[src/rtl/pwm_compare.sv]
// Registered PWM comparator fed by an up-counter; duty is staged via valid/ready and
// committed only at a period start. Optional sticky update IRQ under PWM_COMPARE_IRQ_EN.
module pwm_compare #(
    parameter int N = 3
) (
    input  logic         clk,
    input  logic         rst,
    input  logic [N-1:0] q,
    input  logic [N:0]   duty,
    input  logic         duty_valid,
    output logic         duty_ready,
    output logic         pwm,
    output logic         period_start
`ifdef PWM_COMPARE_IRQ_EN
    ,
    output logic         irq,
    input  logic         irq_ack
`endif
);

    localparam logic [N:0] DUTY_FULL = {1'b1, {N{1'b0}}};

    logic [N:0]   active_q,       active_d;
    logic [N:0]   pending_q,      pending_d;
    logic         pending_flag_q, pending_flag_d;
    logic [N-1:0] q_prev_q,       q_prev_d;
    logic         first_q,        first_d;
    logic         pwm_q,          pwm_d;
    logic         period_start_q, period_start_d;

    logic         start;
    logic         commit;
    logic         xfer;
    logic [N:0]   duty_clamped;
    logic [N:0]   deff;

    // A period begins only when q arrives at 0 from a nonzero value (or right after reset).
    always_comb begin
        start        = (q == '0) && (first_q || (q_prev_q != '0));
        commit       = start && pending_flag_q;
        duty_ready   = !rst && !pending_flag_q;
        xfer         = duty_valid && duty_ready;
        duty_clamped = (duty > DUTY_FULL) ? DUTY_FULL : duty;
        deff         = commit ? pending_q : active_q;
    end

    // NOTE: every always_comb output gets a default first so no path can infer a latch.
    always_comb begin
        active_d       = active_q;
        pending_d      = pending_q;
        pending_flag_d = pending_flag_q;
        if (commit) begin
            active_d       = pending_q;
            pending_flag_d = 1'b0;
        end else if (xfer) begin
            // ready is low whenever a commit is possible, so these never coincide
            pending_d      = duty_clamped;
            pending_flag_d = 1'b1;
        end
        q_prev_d       = q;
        first_d        = 1'b0;
        pwm_d          = ({1'b0, q} < deff);
        period_start_d = start;
    end

    // NOTE: sequential state uses non-blocking assignments so all flops update together.
    // NOTE: pending_q is reset too, although pending_flag_q alone already marks it invalid.
    always_ff @(posedge clk) begin
        if (rst) begin
            active_q       <= '0;
            pending_q      <= '0;
            pending_flag_q <= 1'b0;
            q_prev_q       <= '0;
            first_q        <= 1'b1;
            pwm_q          <= 1'b0;
            period_start_q <= 1'b0;
        end else begin
            active_q       <= active_d;
            pending_q      <= pending_d;
            pending_flag_q <= pending_flag_d;
            q_prev_q       <= q_prev_d;
            first_q        <= first_d;
            pwm_q          <= pwm_d;
            period_start_q <= period_start_d;
        end
    end

    assign pwm          = pwm_q;
    assign period_start = period_start_q;

`ifdef PWM_COMPARE_IRQ_EN
    logic irq_q, irq_d;

    // A commit in the same cycle as an ack keeps the flag set.
    always_comb begin
        irq_d = irq_q;
        if (commit)       irq_d = 1'b1;
        else if (irq_ack) irq_d = 1'b0;
    end

    always_ff @(posedge clk) begin
        if (rst) irq_q <= 1'b0;
        else     irq_q <= irq_d;
    end

    assign irq = irq_q;
`endif

endmodule

[config.mk]
export PLATFORM = sky130hd
export DESIGN_NAME = pwm_compare
export DESIGN_NICKNAME = d
export VERILOG_FILES = /design/src/rtl/pwm_compare.sv
export SDC_FILE = /design/constraint.sdc
export NUM_CORES = 1
export LEC_CHECK = 0
export ABC_AREA = 0
export BUFFER_PORTS_ARGS = -buffer_cell sky130_fd_sc_hd__buf_2
export CAP_MARGIN = 15
export CORE_MARGIN = 1.5
export CORE_UTILIZATION = 44
export DETAILED_ROUTE_END_ITERATION = 10
export GPL_TIMING_DRIVEN = 0
export PLACE_DENSITY = 0.71
export RECOVER_POWER = 25
export REMOVE_ABC_BUFFERS = 1
export SLEW_MARGIN = 0
export SYNTH_ARGS = -nofsm -noshare
export SYNTH_HDL_FRONTEND = slang
export SYNTH_SLANG_ARGS = --single-unit
[constraint.sdc]
create_clock -name clk -period 2.13 [get_ports clk]
set_input_delay 0.213 -clock clk [delete_from_list [all_inputs] [get_ports clk]]
set_output_delay 0.213 -clock clk [all_outputs]
set_load 0.03 [all_outputs]
==> report_table.html, run 1 <==
<table>
<tr><th>Metric</th><th>Value</th></tr>
<tr><th colspan="2">Outcome</th></tr>
<tr><td>Run status</td><td>completed</td></tr>
<tr><th colspan="2">Yosys</th></tr>
<tr><td>Avg Cell Area, Syn</td><td>10.0 µm²</td></tr>
<tr><td>Number of synthesized register bits</td><td>15</td></tr>
<tr><td>Cells after Synth</td><td>59</td></tr>
<tr><td>Leading post-synthesis cells by cell area</td><td>dfxtp_1 (51%), mux2i_1 (6.8%), nor2_1 (4.4%)</td></tr>
<tr><td>Share of synthesized area occupied by flip-flops and latches</td><td>0.508</td></tr>
<tr><td>Synth top area share</td><td>0.508</td></tr>
<tr><td>Cell type contributing the most total cell area after synthesis</td><td>dfxtp_1</td></tr>
<tr><td>Yosys warnings</td><td>0</td></tr>
<tr><td>Post-synthesis cell type count</td><td>21</td></tr>
<tr><td>Netlist area before placement</td><td>591 µm²</td></tr>
<tr><th colspan="2">Clocking</th></tr>
<tr><td>Number of H-tree branching levels</td><td>1</td></tr>
<tr><td>Clock sink count</td><td>15</td></tr>
<tr><td>Clock tree from TritonCTS</td><td>built</td></tr>
<tr><td>CTS clock-pin slew for the worst setup and hold paths</td><td>0.09 ns</td></tr>
<tr><td>Skew-Pair Late Insertion Delay</td><td>0.28 ns</td></tr>
<tr><td>Largest buffer count on any clock path</td><td>2</td></tr>
<tr><td>Total of hold buffers inserted after clock tree synthesis</td><td>0</td></tr>
<tr><td>Total CTS buffers</td><td>3</td></tr>
<tr><td>Buffer cell driving the clock tree root</td><td>clkbuf_4</td></tr>
<tr><th colspan="2">Detailed routing</th></tr>
<tr><td>Vias per std cell</td><td>4.95</td></tr>
<tr><td>Count of vias placed by the detailed router</td><td>455</td></tr>
<tr><td>Detailed Route WL</td><td>1000 µm</td></tr>
<tr><td>Final routed DRC violation total</td><td>0</td></tr>
<tr><td>Final ANT Viol Nets</td><td>0</td></tr>
<tr><td>Number of iterations in the first detailed-routing pass</td><td>2</td></tr>
<tr><td>Average detailed-routed wire length per instance</td><td>10.9 µm</td></tr>
<tr><td>DRT iter0 DRCs</td><td>6</td></tr>
<tr><th colspan="2">Floorplanning</th></tr>
<tr><td>Number of top-level design ports</td><td>13</td></tr>
<tr><td>Initial Util</td><td>0.465</td></tr>
<tr><td>Placeable core region</td><td>1270 µm²</td></tr>
<tr><td>Horizontal die dimension</td><td>39.6 µm</td></tr>
<tr><td>Number of rows in the core area</td><td>13</td></tr>
<tr><td>Die area</td><td>1570 µm²</td></tr>
<tr><td>DIE HEIGHT</td><td>39.6 µm</td></tr>
<tr><th colspan="2">Setup path</th></tr>
<tr><td>Endpoint type of the worst setup path</td><td>register</td></tr>
<tr><td>R2r startpoint</td><td>first_q</td></tr>
<tr><td>Highest-delay cell along the critical path</td><td>dfxtp_1</td></tr>
<tr><td>Setup slack of the worst register-to-register path</td><td>0.08 ns</td></tr>
<tr><td>Data arrival time of the worst path</td><td>2.25 ns</td></tr>
<tr><td>Crit path cell chain</td><td>nor4_4 &gt; nand3b_4 &gt; mux2i_4 &gt; ha_1 &gt; o21ai_2 &gt; nor2_1 &gt; or3_1 &gt; a31oi_1</td></tr>
<tr><td>Combined buffer and inverter count along the critical path</td><td>0</td></tr>
<tr><td>Reg-to-reg critical path endpoint</td><td>pwm</td></tr>
<tr><td>Worst EP required</td><td>2.33 ns</td></tr>
<tr><td>Max incr delay on CP</td><td>0.33 ns</td></tr>
<tr><td>Cell type group with the largest total delay on the critical path</td><td>simple AND/OR/NAND/NOR gates</td></tr>
<tr><td>Depth of the worst register-to-register path</td><td>8</td></tr>
<tr><td>Worst setup path category</td><td>register to register</td></tr>
<tr><td>Kind of launch point of the worst setup path</td><td>register</td></tr>
<tr><td>Timing startpoint of the critical path</td><td>first_q</td></tr>
<tr><td>Maximum fanout count along the critical path</td><td>4</td></tr>
<tr><th colspan="2">Timing</th></tr>
<tr><td>Final clock skew</td><td>0.00845 ns</td></tr>
<tr><td>Transition at the pin with the smallest max-transition slack</td><td>0.280 ns</td></tr>
<tr><td>Final-report max-slew violation count</td><td>0</td></tr>
<tr><td>Headroom to the max-slew limit</td><td>0.813</td></tr>
<tr><td>Top achievable clock speed</td><td>0.489 GHz</td></tr>
<tr><td>Share of the clock period used by the worst path after layout</td><td>0.961</td></tr>
<tr><td>Setup TNS</td><td>0 ns</td></tr>
<tr><td>Setup-failing EPs final</td><td>0</td></tr>
<tr><td>Fin worst setup slack</td><td>0.0841 ns</td></tr>
<tr><td>Hold Violations, Final</td><td>0</td></tr>
<tr><td>Time the final worst path needs with I/O delays and setup</td><td>2.05 ns</td></tr>
<tr><td>Worst hold margin</td><td>0.183 ns</td></tr>
<tr><th colspan="2">Cells and area</th></tr>
<tr><td>Layout area overhead</td><td>26.3%</td></tr>
<tr><td>Final Instance Count excl. Fillers</td><td>92</td></tr>
<tr><td>Layout cells sized above 1</td><td>0.312</td></tr>
<tr><td>Diode count</td><td>0</td></tr>
<tr><td>Filler Cell Count</td><td>119</td></tr>
<tr><td>Most frequent cells in the layout</td><td>dfxtp_1 (15), buf_2 (12), nor2_1 (7)</td></tr>
<tr><td>NumNets Final</td><td>90</td></tr>
<tr><td>Most common cell after layout, fill and taps aside</td><td>dfxtp_1</td></tr>
<tr><th colspan="2">Flow run</th></tr>
<tr><td>Number of max-cap violations</td><td>0</td></tr>
<tr><th colspan="2">Pwr</th></tr>
<tr><td>Max VDD drop</td><td>0.000301 V</td></tr>
<tr><td>Leak pwr</td><td>0.000343 µW</td></tr>
<tr><td>Total power of the final layout</td><td>517 µW</td></tr>
<tr><td>Power per cell area</td><td>694 nW/µm²</td></tr>
<tr><th colspan="2">Global routing</th></tr>
<tr><td>Antenna violations before repair</td><td>0</td></tr>
<tr><td>Total global routing track utilization</td><td>0.164</td></tr>
<tr><td>Number of global-route vias before repair</td><td>385</td></tr>
<tr><td>Maximum number of pins on one net before global-route repair</td><td>17</td></tr>
<tr><td>Final global-route overflow total</td><td>0</td></tr>
<tr><td>Global-route wire length before repair</td><td>1610 µm</td></tr>
<tr><th colspan="2">Min path</th></tr>
<tr><td>Source of the worst hold timing path</td><td>duty[3]</td></tr>
<tr><td>Hold path cells</td><td>3</td></tr>
<tr><td>Type of the tightest min-delay check</td><td>primary input to register</td></tr>
<tr><td>End point of the worst hold path</td><td>pending_q[3]</td></tr>
<tr><th colspan="2">Place</th></tr>
<tr><td>Final weighted congestion in routability-driven placement</td><td>0.687</td></tr>
<tr><td>Cells after DPL</td><td>85</td></tr>
<tr><td>Buffers added on ports</td><td>12</td></tr>
<tr><td>Total half-perimeter wirelength after legalization and detailed placement</td><td>684 µm</td></tr>
<tr><td>Worst slack at placement</td><td>-0.129 ns</td></tr>
</table>
[worst max path at each step]
| stage | slack (ns) | endpoint | cells past startpoint |
|---|---|---|---|
| after global routing | -0.01 | pwm | 8 |
| after global placement | -0.10 | pwm | 8 |
| after CTS | 0.03 | pwm | 8 |
| after floorplan | 0.07 | pwm | 8 |
| final | 0.08 | pwm | 8 |
| after detailed placement | -0.13 | pwm | 8 |
[power by group]
part / switching [µW] / internal [µW]
registers: 8.04 / 291
logic: 31.5 / 27.1
clock network: 87.2 / 72.7
[cells by family (layout without fill, tap and decap cells)]
| logic type | Yosys count | count (layout) | share of synthesized area |
|---|---|---|---|
| compound gates | 7 | 7 | 0.0657 |
| mux | 4 | 4 | 0.0678 |
| simple gates | 28 | 28 | 0.297 |
| flops | 15 | 15 | 0.508 |
| fa+ha+maj | 2 | 2 | 0.0424 |
| buf+inv | 3 | 21 | 0.0190 |
[area by class of cell]
class,count,area [µm²],area share
multi-input combinational,41,310,0.416
sequential,15,300,0.403
timing repair buffer,15,82.6,0.111
tap,15,18.8,0.0252
clock buffer,4,26.3,0.0352
inverter,2,7.51,0.0101
[worst min-delay path, cell delays in order]
cell,delay (ns)
buf_2,0.11
nand2_1,0.05
a21oi_1,0.05
[per-layer routing]
| layer | wire [µm] | global-route usage |
|---|---|---|
| met4 | 38 | 0.155 |
| met2 | 459 | 0.225 |
| met1 | 482 | 0.208 |
| met3 | 24 | 0.0341 |
| met5 | 0 | 0 |
[state kept, by name (all words and copies together) (netlist names)]
register and count:
q_prev_q 3, pwm 1, active_q 4, first_q 1
period_start 1, pending_flag_q 1, pending_q 4
[timing repair]
item,4_1_cts,5_1_grt
gates resized for setup,2,4
endpoints found under the hold margin,0,0
pin swaps,0,3
setup endpoints to repair,1,1
buffers inserted,2,1
cloned,0,0
[metrics by stage]
stage          instance area (µm²)   util
5_1_grt                        746  0.588
3_5_place_dp                   666  0.525
6_report                       746  0.588
2_1_floorplan                  587      -
3_3_place_gp                   666  0.525
4_1_cts                        713  0.562
[cell usage after synthesis]
| master | number |
|---|---|
| dfxtp_1 | 15 |
| nor2_1 | 7 |
| nand2_1 | 5 |
| a21oi_1 | 4 |
| mux2i_1 | 4 |
| nor2b_1 | 4 |
| nand3b_1 | 3 |
| nor3b_1 | 3 |
| ha_1 | 2 |
| a31oi_1 | 1 |
| clkbuf_1 | 1 |
| inv_1 | 1 |
| inv_2 | 1 |
| nand2b_1 | 1 |
| nand3b_4 | 1 |
| nor3_1 | 1 |
| nor3_4 | 1 |
| nor4_1 | 1 |
| o211ai_1 | 1 |
| o21ai_0 | 1 |
| or3_1 | 1 |
Power figures use the tool's default switching activity.
==> run 2, diff against run 1 <==
--- a/config.mk
+++ b/config.mk
@@ -11,7 +11,6 @@
 export CORE_MARGIN = 1.5
 export CORE_UTILIZATION = 44
 export DETAILED_ROUTE_END_ITERATION = 10
-export GPL_TIMING_DRIVEN = 0
 export PLACE_DENSITY = 0.71
 export RECOVER_POWER = 25
 export REMOVE_ABC_BUFFERS = 1
==> report_table.html, run 2 (synthesis gave the netlist of run 1 again) <==
<table>
<tr><th>Metric</th><th>Value</th></tr>
<tr><th colspan="2">Setup path</th></tr>
<tr><td>Depth of the worst register-to-register path</td><td>8 (unchanged)</td></tr>
<tr><td>Endpoint type of the worst setup path</td><td>register</td></tr>
<tr><td>WP depth</td><td>8 (unchanged)</td></tr>
<tr><td>Cell type group with the largest total delay on the critical path</td><td>simple AND/OR/NAND/NOR gates</td></tr>
<tr><td>Data arrival time of the worst path</td><td>2.25 ns (about the same)</td></tr>
<tr><td>Combined buffer and inverter count along the critical path</td><td>0 (unchanged)</td></tr>
<tr><td>Kind of launch point of the worst setup path</td><td>register</td></tr>
<tr><td>Highest-delay cell along the critical path</td><td>dfxtp_2</td></tr>
<tr><td>Worst EP required</td><td>2.34 ns (about the same)</td></tr>
<tr><td>Crit path cell chain</td><td>nor4_4 &gt; nand3b_4 &gt; mux2i_2 &gt; ha_1 &gt; o21ai_2 &gt; nor2_1 &gt; or3_1 &gt; a31oi_1</td></tr>
<tr><td>Worst setup path category</td><td>register to register</td></tr>
<tr><td>Max incr delay on CP</td><td>0.33 ns (about the same)</td></tr>
<tr><td>Setup slack of the worst register-to-register path</td><td>0.1 ns (about the same)</td></tr>
<tr><td>Maximum fanout count along the critical path</td><td>5 (+1)</td></tr>
<tr><th colspan="2">Floorplanning</th></tr>
<tr><td>Number of rows in the core area</td><td>13 (unchanged)</td></tr>
<tr><td>Horizontal die dimension</td><td>39.6 µm (unchanged)</td></tr>
<tr><td>Die area</td><td>1570 µm² (unchanged)</td></tr>
<tr><td>DIE HEIGHT</td><td>39.6 µm (unchanged)</td></tr>
<tr><td>Placeable core region</td><td>1270 µm² (unchanged)</td></tr>
<tr><td>Number of top-level design ports</td><td>13 (unchanged)</td></tr>
<tr><td>Initial Util</td><td>0.465 (unchanged)</td></tr>
<tr><th colspan="2">Pwr</th></tr>
<tr><td>Total power of the final layout</td><td>521 µW (+0.64%)</td></tr>
<tr><td>Proportion of power drawn by the clock network</td><td>0.310 (about the same)</td></tr>
<tr><td>Switching part of the total</td><td>0.246 (+0.00115)</td></tr>
<tr><td>Sw Pwr</td><td>128 µW (+1.1%)</td></tr>
<tr><td>Leak pwr</td><td>0.000350 µW (+2.0%)</td></tr>
<tr><td>Internal power component</td><td>393 µW (+0.48%)</td></tr>
<tr><td>Register share of total power</td><td>0.574 (-0.004)</td></tr>
<tr><td>Part of the total power dissipated in combinational logic</td><td>0.116 (+0.003)</td></tr>
<tr><td>Power per cell area</td><td>681 nW/µm² (-1.8%)</td></tr>
<tr><td>Max VDD drop</td><td>0.000320 V (+6.5%)</td></tr>
<tr><th colspan="2">Cells and area</th></tr>
<tr><td>Layout area overhead</td><td>29.4%</td></tr>
<tr><td>Top flop regs</td><td>active_q: 4 flops, pending_q: 4 flops, q_prev_q: 3 flops</td></tr>
<tr><td>Diode count</td><td>0 (unchanged)</td></tr>
<tr><td>NumNets Final</td><td>93 (+3.3%)</td></tr>
<tr><td>Most frequent cells in the layout</td><td>dfxtp_1 (14), buf_2 (12), nor2_1 (7)</td></tr>
<tr><td>Most common cell after layout, fill and taps aside</td><td>dfxtp_1</td></tr>
<tr><td>Layout cells sized above 1</td><td>0.363 (+0.0508)</td></tr>
<tr><td>Final core utilization</td><td>0.603 (+0.0148)</td></tr>
<tr><th colspan="2">Detailed routing</th></tr>
<tr><td>DRT iter0 DRCs</td><td>7 (+1)</td></tr>
<tr><td>Final ANT Viol Nets</td><td>0 (unchanged)</td></tr>
<tr><td>Number of iterations in the first detailed-routing pass</td><td>4 (+2)</td></tr>
<tr><td>Detailed Route WL</td><td>1040 µm (+4.0%)</td></tr>
<tr><td>Final routed DRC violation total</td><td>0 (unchanged)</td></tr>
<tr><td>Average detailed-routed wire length per instance</td><td>11.0 µm (+0.70%)</td></tr>
<tr><td>Vias per std cell</td><td>4.87 (-1.5%)</td></tr>
<tr><td>Count of vias placed by the detailed router</td><td>463 (+1.8%)</td></tr>
<tr><th colspan="2">Place</th></tr>
<tr><td>Final weighted congestion in routability-driven placement</td><td>0.726 (+5.7%)</td></tr>
<tr><td>Total half-perimeter wirelength after legalization and detailed placement</td><td>695 µm (+1.6%)</td></tr>
<tr><td>Buffers added on ports</td><td>12 (unchanged)</td></tr>
<tr><th colspan="2">Min path</th></tr>
<tr><td>Type of the tightest min-delay check</td><td>primary input to register</td></tr>
<tr><td>Hold path cells</td><td>3 (unchanged)</td></tr>
<tr><th colspan="2">Timing</th></tr>
<tr><td>Top achievable clock speed</td><td>0.492 GHz (+0.57%)</td></tr>
<tr><td>Time the final worst path needs with I/O delays and setup</td><td>2.03 ns (-0.0115 ns)</td></tr>
<tr><td>Share of the clock period used by the worst path after layout</td><td>0.955 (-0.00541)</td></tr>
<tr><td>Headroom to the max-slew limit</td><td>0.817 (+0.00414)</td></tr>
<tr><td>Transition at the pin with the smallest max-transition slack</td><td>0.273 ns (-0.00678 ns)</td></tr>
<tr><td>Setup-failing EPs final</td><td>0 (unchanged)</td></tr>
<tr><td>Final-report max-slew violation count</td><td>0 (unchanged)</td></tr>
<tr><td>Final clock skew</td><td>0.00588 ns (-0.00257 ns)</td></tr>
<tr><td>Hold Violations, Final</td><td>0 (unchanged)</td></tr>
<tr><td>RSZ-0062 raised after global routing</td><td>no</td></tr>
<tr><th colspan="2">Global routing</th></tr>
<tr><td>Global-route wire length before repair</td><td>1640 µm (+2.2%)</td></tr>
<tr><td>Antenna violations before repair</td><td>0 (unchanged)</td></tr>
<tr><td>Total global routing track utilization</td><td>0.169 (+0.00435)</td></tr>
<tr><td>Final global-route overflow total</td><td>0 (unchanged)</td></tr>
<tr><td>Number of global-route vias before repair</td><td>372 (-3.4%)</td></tr>
<tr><td>Maximum number of pins on one net before global-route repair</td><td>17 (unchanged)</td></tr>
<tr><th colspan="2">Clocking</th></tr>
<tr><td>Total CTS buffers</td><td>3 (unchanged)</td></tr>
<tr><td>Total of hold buffers inserted after clock tree synthesis</td><td>0 (unchanged)</td></tr>
<tr><td>Number of H-tree branching levels</td><td>1 (unchanged)</td></tr>
<tr><td>Clock tree from TritonCTS</td><td>built</td></tr>
<tr><td>Clock sink count</td><td>15 (unchanged)</td></tr>
<tr><td>Largest buffer count on any clock path</td><td>2 (unchanged)</td></tr>
<tr><td>Buffer cell driving the clock tree root</td><td>clkbuf_4</td></tr>
<tr><td>Skew-Pair Late Insertion Delay</td><td>0.28 ns (about the same)</td></tr>
<tr><td>CTS clock-pin slew for the worst setup and hold paths</td><td>0.09 ns (about the same)</td></tr>
<tr><th colspan="2">Outcome</th></tr>
<tr><td>Run status</td><td>completed</td></tr>
<tr><th colspan="2">Flow run</th></tr>
<tr><td>Number of max-cap violations</td><td>0 (unchanged)</td></tr>
</table>
-- run 2: cell types whose count changed in the layout (fill, tap and decap cells not counted) --
cell | previous run | this run
buf_4 | 3 | 6
mux2i_4 | 1 | 0
dfxtp_1 | 15 | 14
mux2i_1 | 3 | 2
mux2i_2 | 0 | 2
dfxtp_2 | 0 | 1
-- run 2: worst paths after layout --
kind	start	endpoint
max	q_prev_q[1]	pwm
min	duty[3]	pending_q[3]
max reg2reg	q_prev_q[1]	pwm
min reg2reg	pending_q[3]	pending_q[3]
-- run 2: worst reg2reg max path: cells and delay by family (launching register included) --
family / cells / cell delay, ns
adders and majority gates: 1 / 0.27
AOI/OAI and AO/OA: 2 / 0.25
and+or+nand+nor: 4 / 0.86
DFF: 1 / 0.33
muxes: 1 / 0.25
-- run 2: layer usage --
metal,up-vias,global-route usage,part of all wire
met5,-,0,0
li1,242,-,-
met3,4,0.0511,0.032
met1,211,0.235,0.45
met2,6,0.197,0.47
met4,0,0.155,0.042
-- run 2: power by group through the flow --
stage,sequential (µW),clock [µW],combinational (µW)
2_1_floorplan,305,0,26.7
3_3_place_gp,303,0,54.9
3_5_place_dp,303,0,56.2
4_1_cts,298,166,59.9
5_1_grt,300,183,66.0
6_report,299,161,60.4
-- run 2: what timing repair did --
item / in CTS / in global routing
gates resized for setup: 5 / 2
endpoints found under the setup margin: 1 / 1
buffers inserted: 2 / 1
pin swaps: 1 / 3
hold endpoints to repair: 0 / 0
-- run 2: through the flow --
step	TNS, ns	worst slack, ns	area, µm²	hold slack [ns]	cells
after floorplan	0	0.0650	587	0.241	58
after global placement	-0.0561	-0.0561	696	0.446	89
after detailed placement	-0.112	-0.112	696	0.446	89
after CTS	0	0.0248	754	0.175	95
after global routing	0	0.0141	764	0.183	95
final	0	0.0956	764	0.178	95
-- run 2: area by class of cell --
| class | count | area [µm²] |
|---|---|---|
| clock buffers | 4 | 26.3 |
| fillers | 102 | 504 |
| multi-input cells | 41 | 305 |
| inverters | 2 | 7.51 |
| well taps | 15 | 18.8 |
| flip-flops and latches | 15 | 302 |
| repair buffers | 18 | 105 |
==> run 3, diff against run 2 <==
==> constraint.sdc (replaced) <==
create_clock -name clk -period 1.6 [get_ports clk]
set_input_delay 0.16 -clock clk [delete_from_list [all_inputs] [get_ports clk]]
set_output_delay 0.16 -clock clk [all_outputs]
set_load 0.03 [all_outputs]
==> report_table.html, run 3 (synthesis gave the netlist of run 1 again) <==
<table>
<tr><th>Metric</th><th>Value</th></tr>
<tr><th colspan="2">Outcome</th></tr>
<tr><td>Run status</td><td>finished, violations left</td></tr>
<tr><td>Failing checks</td><td>setup timing</td></tr>
<tr><th colspan="2">Detailed routing</th></tr>
<tr><td>Detailed Route WL</td><td>1120 µm (+7.1%)</td></tr>
<tr><td>Final ANT Viol Nets</td><td>0 (unchanged)</td></tr>
<tr><td>Vias per std cell</td><td>4.94 (+1.3%)</td></tr>
<tr><td>Final routed DRC violation total</td><td>0 (unchanged)</td></tr>
<tr><td>Count of vias placed by the detailed router</td><td>484 (+4.5%)</td></tr>
<tr><td>Average detailed-routed wire length per instance</td><td>11.4 µm (+3.8%)</td></tr>
<tr><td>Number of iterations in the first detailed-routing pass</td><td>4 (unchanged)</td></tr>
<tr><td>DRT iter0 DRCs</td><td>11 (+4)</td></tr>
<tr><th colspan="2">Cells and area</th></tr>
<tr><td>Layout area overhead</td><td>32.8%</td></tr>
<tr><td>NumNets Final</td><td>96 (+3.2%)</td></tr>
<tr><td>Final core utilization</td><td>0.618 (+0.0158)</td></tr>
<tr><td>Post-Layout Inst Area</td><td>785 µm² (+2.6%)</td></tr>
<tr><td>Diode count</td><td>0 (unchanged)</td></tr>
<tr><td>Most common cell after layout, fill and taps aside</td><td>dfxtp_1</td></tr>
<tr><td>Most frequent cells in the layout</td><td>dfxtp_1 (14), buf_2 (12), buf_4 (9)</td></tr>
<tr><td>Layout cells sized above 1</td><td>0.386 (+0.0230)</td></tr>
<tr><td>Top flop regs</td><td>active_q: 4 flops, pending_q: 4 flops, q_prev_q: 3 flops</td></tr>
<tr><th colspan="2">Floorplanning</th></tr>
<tr><td>Placeable core region</td><td>1270 µm² (unchanged)</td></tr>
<tr><td>Horizontal die dimension</td><td>39.6 µm (unchanged)</td></tr>
<tr><td>Number of rows in the core area</td><td>13 (unchanged)</td></tr>
<tr><td>Initial Util</td><td>0.465 (unchanged)</td></tr>
<tr><td>Die area</td><td>1570 µm² (unchanged)</td></tr>
<tr><td>Number of top-level design ports</td><td>13 (unchanged)</td></tr>
<tr><td>DIE HEIGHT</td><td>39.6 µm (unchanged)</td></tr>
<tr><th colspan="2">Global routing</th></tr>
<tr><td>Antenna violations before repair</td><td>0 (unchanged)</td></tr>
<tr><td>Number of global-route vias before repair</td><td>410 (+10%)</td></tr>
<tr><td>Global-route wire length before repair</td><td>1860 µm (+13%)</td></tr>
<tr><td>Final global-route overflow total</td><td>0 (unchanged)</td></tr>
<tr><td>Maximum number of pins on one net before global-route repair</td><td>17 (unchanged)</td></tr>
<tr><td>Total global routing track utilization</td><td>0.181 (+0.0126)</td></tr>
<tr><th colspan="2">Timing</th></tr>
<tr><td>Top achievable clock speed</td><td>0.479 GHz (-2.6%)</td></tr>
<tr><td>Final clock skew</td><td>0.00612 ns (+0.000242 ns)</td></tr>
<tr><td>Transition at the pin with the smallest max-transition slack</td><td>0.282 ns (+0.00860 ns)</td></tr>
<tr><td>Setup-failing EPs final</td><td>1 (+1)</td></tr>
<tr><td>Time the final worst path needs with I/O delays and setup</td><td>2.09 ns (+0.0535 ns)</td></tr>
<tr><td>Final-report max-slew violation count</td><td>0 (unchanged)</td></tr>
<tr><td>Hold Violations, Final</td><td>0 (unchanged)</td></tr>
<tr><td>Share of the clock period used by the worst path after layout</td><td>1.30 (+0.350)</td></tr>
<tr><td>RSZ-0062 raised after global routing</td><td>yes</td></tr>
<tr><td>Headroom to the max-slew limit</td><td>0.812 (-0.00574)</td></tr>
<tr><td>Fin worst setup slack</td><td>-0.488 ns (-0.583 ns)</td></tr>
<tr><th colspan="2">Setup path</th></tr>
<tr><td>Highest-delay cell along the critical path</td><td>dfxtp_2</td></tr>
<tr><td>Worst EP required</td><td>1.81 ns (-0.53 ns)</td></tr>
<tr><td>Maximum fanout count along the critical path</td><td>4 (-1)</td></tr>
<tr><td>Worst setup path category</td><td>register to register</td></tr>
<tr><td>Kind of launch point of the worst setup path</td><td>register</td></tr>
<tr><td>Endpoint type of the worst setup path</td><td>register</td></tr>
<tr><td>Crit path cell chain</td><td>nor4_4 &gt; nand3b_4 &gt; mux2i_2 &gt; ha_1 &gt; o21ai_2 &gt; nor2_1 &gt; or3_1 &gt; a31oi_1</td></tr>
<tr><td>Data arrival time of the worst path</td><td>2.30 ns (+0.05 ns)</td></tr>
<tr><td>Max incr delay on CP</td><td>0.33 ns (about the same)</td></tr>
<tr><th colspan="2">Pwr</th></tr>
<tr><td>Internal power component</td><td>525 µW (+34%)</td></tr>
<tr><td>Power per cell area</td><td>900 nW/µm² (+32%)</td></tr>
<tr><td>Sw Pwr</td><td>181 µW (+42%)</td></tr>
<tr><td>Leak pwr</td><td>0.000373 µW (+6.8%)</td></tr>
<tr><td>Max VDD drop</td><td>0.000744 V (+130%)</td></tr>
<tr><td>Part of the total power dissipated in combinational logic</td><td>0.128 (+0.012)</td></tr>
<tr><td>Proportion of power drawn by the clock network</td><td>0.311 (about the same)</td></tr>
<tr><td>Switching part of the total</td><td>0.257 (+0.0107)</td></tr>
<tr><td>Register share of total power</td><td>0.562 (-0.012)</td></tr>
<tr><th colspan="2">Place</th></tr>
<tr><td>Placement Cell Area</td><td>718 µm² (+3.2%)</td></tr>
<tr><td>Final weighted congestion in routability-driven placement</td><td>0.729 (+0.41%)</td></tr>
<tr><td>Buffers added on ports</td><td>12 (unchanged)</td></tr>
<tr><th colspan="2">Clocking</th></tr>
<tr><td>Total CTS buffers</td><td>3 (unchanged)</td></tr>
<tr><td>Clock tree from TritonCTS</td><td>built</td></tr>
<tr><td>Number of H-tree branching levels</td><td>1 (unchanged)</td></tr>
<tr><td>Largest buffer count on any clock path</td><td>2 (unchanged)</td></tr>
<tr><td>Buffer cell driving the clock tree root</td><td>clkbuf_4</td></tr>
<tr><td>CTS clock-pin slew for the worst setup and hold paths</td><td>0.10 ns (about the same)</td></tr>
<tr><td>Skew-Pair Late Insertion Delay</td><td>0.28 ns (about the same)</td></tr>
<tr><td>Clock sink count</td><td>15 (unchanged)</td></tr>
<tr><th colspan="2">Min path</th></tr>
<tr><td>Type of the tightest min-delay check</td><td>primary input to register</td></tr>
<tr><th colspan="2">Flow run</th></tr>
<tr><td>Number of max-cap violations</td><td>0 (unchanged)</td></tr>
</table>
-- run 3: area by class of cell --
cell class | instances | area [µm²]
Fill cell | 111 | 484
Multi-Input combinational cell | 41 | 302
Inverter | 2 | 7.51
Timing Repair Buffer | 21 | 128
Tap cell | 15 | 18.8
Clock buffer | 3 | 22.5
Sequential cell | 15 | 302
Clock inverter | 1 | 5.00
-- run 3: worst max-delay path, delay by kind of cell (launching register included) --
family / cells / cell delay (ns)
simple gates: 4 / 0.86
flops: 1 / 0.33
compound gates: 2 / 0.30
fa+ha+maj: 1 / 0.27
mux: 1 / 0.25
-- run 3: path summary, 6_finish.rpt --
| kind | from | to | slack, ns | depth (start not counted) |
|---|---|---|---|---|
| min | duty[3] | pending_q[3] | 0.13 | 3 |
| max reg2reg | q_prev_q[1] | pwm | -0.49 | 8 |
| max | q_prev_q[1] | pwm | -0.49 | 8 |
| min reg2reg | pending_q[3] | pending_q[3] | 0.47 | 2 |
-- run 3: per-stage QoR --
step | worst slack (ns) | TNS (ns) | cells | power, µW | hold WS (ns)
floorplan | -0.465 | -0.465 | 58 | 442 | 0.188
global placement | -0.507 | -0.507 | 92 | 484 | 0.426
detailed placement | -0.649 | -0.649 | 92 | 486 | 0.431
CTS | -0.518 | -0.518 | 98 | 707 | 0.125
global route | -0.636 | -0.636 | 98 | 751 | 0.139
finish | -0.488 | -0.488 | 98 | 706 | 0.128
-- run 3: layer usage --
metal,track usage,vias up,routed length (µm)
li1,-,252,-
met1,0.261,215,541
met2,0.246,13,506
met3,0.0511,4,50
met4,0.0776,0,19
met5,0,-,0
-- run 3: what timing repair did --
action                                  CTS  global route
hold buffers                              0             0
endpoints found under the setup margin    1             1
pin swaps                                 2             2
setup buffers                             2             0
resized for setup                         4             2
-- run 3: power by group through the flow --
stage	Sequential, µW	Combinational, µW	Clock, µW
after global placement	402	81.5	0
after floorplan	406	35.6	0
after CTS	395	89.5	223
final	397	90.1	219
after detailed placement	402	83.9	0
after global routing	399	99.9	252
